--- src/rtl/rip_csr_unit.sv ---
// rip_csr_unit: machine CSR state, CSR read/modify/write, trap/MRET redirect, cycle and branch-prediction counters
module rip_csr_unit #(
   parameter logic [31:0] RESET_MTVEC = 32'h0000_0000,
   parameter int          COUNT_W     = 32
) (
   input  logic        clk,
   input  logic        rstn,
   input  logic        csr_valid,
   input  logic [1:0]  csr_op,
   input  logic [11:0] csr_num,
   input  logic [31:0] csr_wdata,
   output logic [31:0] csr_rdata,
   input  logic        trap_valid,
   input  logic [31:0] trap_pc,
   input  logic [31:0] trap_cause,
   input  logic        mret_valid,
   input  logic        bp_valid,
   input  logic        bp_pred,
   input  logic        bp_taken,
   output logic        redirect_valid,
   output logic [31:0] redirect_pc
);
   localparam logic [11:0] MTVEC  = 12'h305;
   localparam logic [11:0] MEPC   = 12'h341;
   localparam logic [11:0] MCAUSE = 12'h342;
   localparam logic [11:0] CYCLE  = 12'hC00;
   localparam logic [11:0] BPTP   = 12'hCC0;
   localparam logic [11:0] BPTN   = 12'hCC1;
   localparam logic [11:0] BPFP   = 12'hCC2;
   localparam logic [11:0] BPFN   = 12'hCC3;
   localparam logic [COUNT_W-1:0] ONE = COUNT_W'(1);

   logic [31:0]        mtvec_q, mtvec_d, mepc_q, mepc_d, mcause_q, mcause_d;
   logic [COUNT_W-1:0] cycle_q, cycle_d, bptp_q, bptp_d, bptn_q, bptn_d;
   logic [COUNT_W-1:0] bpfp_q, bpfp_d, bpfn_q, bpfn_d;
   logic               redirect_valid_q, redirect_valid_d;
   logic [31:0]        redirect_pc_q, redirect_pc_d;
   logic [31:0]        wval;
   logic               wen;

   // read decode of the current (pre-edge) state, counters zero-extended
   always_comb begin
      case (csr_num)
         MTVEC:   csr_rdata = mtvec_q;
         MEPC:    csr_rdata = mepc_q;
         MCAUSE:  csr_rdata = mcause_q;
         CYCLE:   csr_rdata = 32'(cycle_q);
         BPTP:    csr_rdata = 32'(bptp_q);
         BPTN:    csr_rdata = 32'(bptn_q);
         BPFP:    csr_rdata = 32'(bpfp_q);
         BPFN:    csr_rdata = 32'(bpfn_q);
         default: csr_rdata = 32'h0;
      endcase
   end

   // new CSR value from the old one; a trap or MRET in the same cycle drops the write
   always_comb begin
      wval = csr_op == 2'b01 ? csr_wdata :
             csr_op == 2'b10 ? (csr_rdata | csr_wdata) : (csr_rdata & ~csr_wdata);
      wen  = csr_valid && csr_op != 2'b00 && !trap_valid && !mret_valid;
   end

   // next state: counters always run, then trap > MRET > CSR write
   always_comb begin
      mtvec_d          = mtvec_q;
      mepc_d           = mepc_q;
      mcause_d         = mcause_q;
      cycle_d          = cycle_q + ONE;
      bptp_d           = bptp_q;
      bptn_d           = bptn_q;
      bpfp_d           = bpfp_q;
      bpfn_d           = bpfn_q;
      redirect_valid_d = trap_valid || mret_valid;
      redirect_pc_d    = trap_valid ? mtvec_q : mret_valid ? mepc_q : redirect_pc_q;
      if (bp_valid) begin
         if (bp_pred && bp_taken)   bptp_d = bptp_q + ONE;
         if (!bp_pred && !bp_taken) bptn_d = bptn_q + ONE;
         if (bp_pred && !bp_taken)  bpfp_d = bpfp_q + ONE;
         if (!bp_pred && bp_taken)  bpfn_d = bpfn_q + ONE;
      end
      if (trap_valid) begin
         mepc_d   = trap_pc & ~32'd3;
         mcause_d = trap_cause;
      end
      if (wen && csr_num == MTVEC)  mtvec_d  = wval & ~32'd3;
      if (wen && csr_num == MEPC)   mepc_d   = wval & ~32'd3;
      if (wen && csr_num == MCAUSE) mcause_d = wval;
   end

   // state registers, asynchronously cleared
   always_ff @(posedge clk or negedge rstn) begin
      if (!rstn) begin
         mtvec_q          <= RESET_MTVEC & ~32'd3;
         mepc_q           <= '0;
         mcause_q         <= '0;
         cycle_q          <= '0;
         bptp_q           <= '0;
         bptn_q           <= '0;
         bpfp_q           <= '0;
         bpfn_q           <= '0;
         redirect_valid_q <= 1'b0;
         redirect_pc_q    <= '0;
      end else begin
         mtvec_q          <= mtvec_d;
         mepc_q           <= mepc_d;
         mcause_q         <= mcause_d;
         cycle_q          <= cycle_d;
         bptp_q           <= bptp_d;
         bptn_q           <= bptn_d;
         bpfp_q           <= bpfp_d;
         bpfn_q           <= bpfn_d;
         redirect_valid_q <= redirect_valid_d;
         redirect_pc_q    <= redirect_pc_d;
      end
   end

   assign redirect_valid = redirect_valid_q;
   assign redirect_pc    = redirect_pc_q;
endmodule

--- config.mk ---
export PLATFORM = sky130hd
export DESIGN_NAME = rip_csr_unit
export DESIGN_NICKNAME = d
export VERILOG_FILES = /design/src/rtl/rip_csr_unit.sv
export SDC_FILE = /design/constraint.sdc
export NUM_CORES = 1
export LEC_CHECK = 0
export ABC_AREA = 1
export BUFFER_PORTS_ARGS = -buffer_cell sky130_fd_sc_hd__buf_2
export CAP_MARGIN = 20
export CORE_UTILIZATION = 60
export DETAILED_ROUTE_END_ITERATION = 10
export PLACE_DENSITY_LB_ADDON = 0.08
export SYNTH_ARGS = -nofsm -noshare
export SYNTH_HDL_FRONTEND = slang
export SYNTH_SLANG_ARGS = --single-unit
--- constraint.sdc ---
create_clock -name clk -period 1.97 [get_ports clk]
set_input_delay 0.2955 -clock clk [delete_from_list [all_inputs] [get_ports clk]]
set_output_delay 0.2955 -clock clk [all_outputs]
set_load 0.01 [all_outputs]
==> impl_metrics.yaml <==
status:
  outcome: "complete, but fails checks"
  violations: "negative setup slack"
floorplanning:
  core_area_sq_um: 29800
  die_width_um: 176
  rows: 63
  die_h_um: 176
  io_pins: 183
  start_util_pct: 61.3
  die_area_sq_um: 31100
clocking:
  cts_tree: "built"
  clockBufferDepth: 3
  htreeDepth: 1
  cts_buffers: 31
  path_clk_slew_ns: 0.06
  cts-root-buf: "clkbuf_16"
  insertion_delay_ns: 0.59
  clock_sinks: 283
setup_path:
  r2r-start: "cycle_q[8]$_DFF_PN0_"
  critPathLaunchType: "register"
  cp-end-kind: "output pin"
  crit_end: "csr_rdata[28]"
  crit_fanout: 6
  r2r_slack_ns: -0.05
  cp_slowest_cell: "dfrtp_1"
  cp_slowest_stage_delay_ns: 0.46
  r2r-end: "cycle_q[27]$_DFF_PN0_"
  crit_start: "bptp_q[28]$_DFFE_PN0P_"
  rr_worst_depth: 6
  crit_arrival_ns: 2.02
  crit_chain: "inv_1 > o22ai_4 > nor2_2 > nand3_1 > buf_2"
  cp.required_ns: 1.67
  critPathKind: "register to output pin"
route:
  vias: 22100
  via_per_inst: 6.31
  wl_per_cell_um: 23.5
  ant_nets: 0
  first_pass_iters: 7
  totalWireLength_um: 82300
  drtIter0Drc: 3234
  drcViolationCount: 0
sta:
  skew_ns: 0.0159
  max_freq_mhz: 432
  final-setup-viol-count: 96
  period_needed_ns: 2.32
  slew_violations: 0
  tightest_slew_ns: 0.642
  tns_ns: -9.05
  hold_viol_final: 0
  slew_headroom_pct: 57.2
  setup_ws_ns: -0.347
  fin_crit_sh_pct: 118
  rsz0062_at_grt: "yes"
finish:
  nFillCells: 1923
  drive_gt1_share_pct: 26.1
  fin_util_pct: 81.8
  finalInstanceArea_sq_um: 24400
  area_growth_pct: 33.5
  final_nets: 3207
synth:
  avgSynthCellArea_sq_um: 6.76
  ys.flop_type: "dfrtp_1"
  ys_seq_elements: 283
  async_flop_share_pct: 100
  ys_seq_area_share_pct: 38.8
  synth_edf_count: 0
  synth_cell_types: 39
  syn_inst: 2704
  synth-warning-count: 0
  netlist_area_sq_um: 18300
global_routing:
  first_global_vias: 20600
  grt_use_total_pct: 49.8
  antenna_found_initial: 3
  grt.overflow.total: 0
  grt_start_max_net_pins: 63
  grt_pass1_wl_um: 117000
flow_run:
  cap_viol_max_count: 0
pwr:
  p_per_area_nw_per_um2: 631
  leakagePower_nw: 12.6
  ir_drop_v: 0.00105
worst_hold_path:
  worstHoldPathType: "input pin to register"
  holdPathStages: 5
placement:
  dp_hpwl_um: 55700
  placed_area_sq_um: 21000
  gp_congestion: 1.07
  portBuffers: 178
-- critical path, delay by kind of cell (launching register included) --
kind | cells | cell delay, ns
flip-flops | 1 | 0.46
AND/OR/NAND/NOR | 2 | 0.48
AO/OA/AOI/OAI | 1 | 0.11
buffers and inverters | 2 | 0.39
-- cells by family after synthesis --
family | count (synthesis) | share of synthesized area (%)
xor+xnor | 148 | 7.10
simple gates | 1777 | 41.6
flops | 283 | 38.8
compound gates | 145 | 4.63
other cells | 1 | 0.0205
fa+ha+maj | 5 | 0.342
buf+inv | 345 | 7.55
-- power breakdown --
group          switching (mW)  total [mW]  internal, mW
combinational            1.60        2.57         0.963
clock                    2.58        6.00          3.42
sequential              0.559        6.81          6.25
-- per-stage QoR --
| stage | hold WS [ns] | power [mW] | std cells | setup slack, ns |
|---|---|---|---|---|
| after global placement | 0.236 | 8.90 | 3361 | -0.420 |
| final | 0.00398 | 15.4 | 3501 | -0.347 |
| after global routing | 0.0325 | 15.8 | 3499 | -0.310 |
| after detailed placement | 0.235 | 8.98 | 3361 | -0.439 |
| after floorplan | -0.0000911 | 7.81 | 2705 | 0.152 |
| after CTS | 0.00767 | 15.0 | 3476 | -0.0524 |
-- per-layer routing --
layer	share of wire, %	vias to the layer above	GRT usage, %
li1	-	9402	-
met1	34	10200	63.5
met2	42	1945	72.8
met3	14	590	12.6
met4	9.7	4	37.7
met5	0.028	-	0
-- worst min-delay path by stage --
| stage | from | endpoint | slack (ns) |
|---|---|---|---|
| final | trap_pc[14] | mepc_q[14]$_DFFE_PN0P_ | 0.004 |
| after global placement | rstn | bptp_q[29]$_DFFE_PN0P_ | 0.24 |
| after floorplan | rstn | bpfn_q[0]$_DFFE_PN0P_ | -0.00009 |
| after global routing | trap_cause[2] | mcause_q[2]$_DFFE_PN0P_ | 0.03 |
| after CTS | trap_cause[2] | mcause_q[2]$_DFFE_PN0P_ | 0.008 |
| after detailed placement | rstn | bptp_q[25]$_DFFE_PN0P_ | 0.24 |
-- synth_stat cells, types with 6 or more instances --
master	instances	share of area [%]
nor2_2	13	0.45
buf_2	49	1.3
clkbuf_1	62	1.3
buf_4	6	0.25
inv_2	13	0.27
clkinv_1	29	0.60
o211ai_1	32	1.3
nand4_1	48	1.6
o22ai_1	23	0.79
nand3_1	344	9.4
xor2_1	134	6.4
nor3_1	62	1.7
nand3_2	6	0.33
dfrtp_1	283	39
nor2_1	250	5.1
inv_1	181	3.7
xnor2_1	14	0.67
nor2_4	9	0.55
o21ai_0	58	1.6
nand2_2	6	0.21
a21oi_1	23	0.63
nand2_1	1014	21
-- final cells by class --
type	count	area, sq um	area share [%]
tap	390	488	2.00
inverter	223	870	3.57
multi-input combinational	2077	10900	44.7
clock buffer	46	902	3.70
timing repair buffer	468	4000	16.4
clock inverter	12	128	0.523
sequential	283	7100	29.1
antenna	2	5.00	0.0205
-- flip-flops by register name, summed over array words and instances (netlist names) --
register	cells
bptn_q	32
bptp_q	32
bpfp_q	32
mepc_q	30
bpfn_q	32
cycle_q	32
mtvec_q	30
redirect_pc	30
redirect_valid	1
mcause_q	32
-- repair_timing --
| item | 4_1_cts | 5_1_grt |
|---|---|---|
| endpoints found under the setup margin | 32 | 142 |
| gates resized for setup | 210 | 186 |
| pin swaps | 49 | 52 |
| cloned | 7 | 8 |
| hold buffers | 2 | 0 |
| hold endpoints to repair | 43 | 0 |
| buffers inserted | 51 | 18 |
-- cell usage in the layout, fill, tap and decap left out, drive strengths merged, types with 3 or more instances in the layout --
cell type  count
nand2       1021
buf          458
nand3        353
dfrtp        283
nor2         272
inv          193
xor2         134
nor3          68
o21ai         64
clkbuf        53
nand4         48
clkinv        35
o211ai        32
a21oi         23
o22ai         23
xnor2         14
nor4           6
clkinvlp       5
ha             5
and3           4
nand3b         3
No activity file was read; power rests on OpenSTA's default activity.
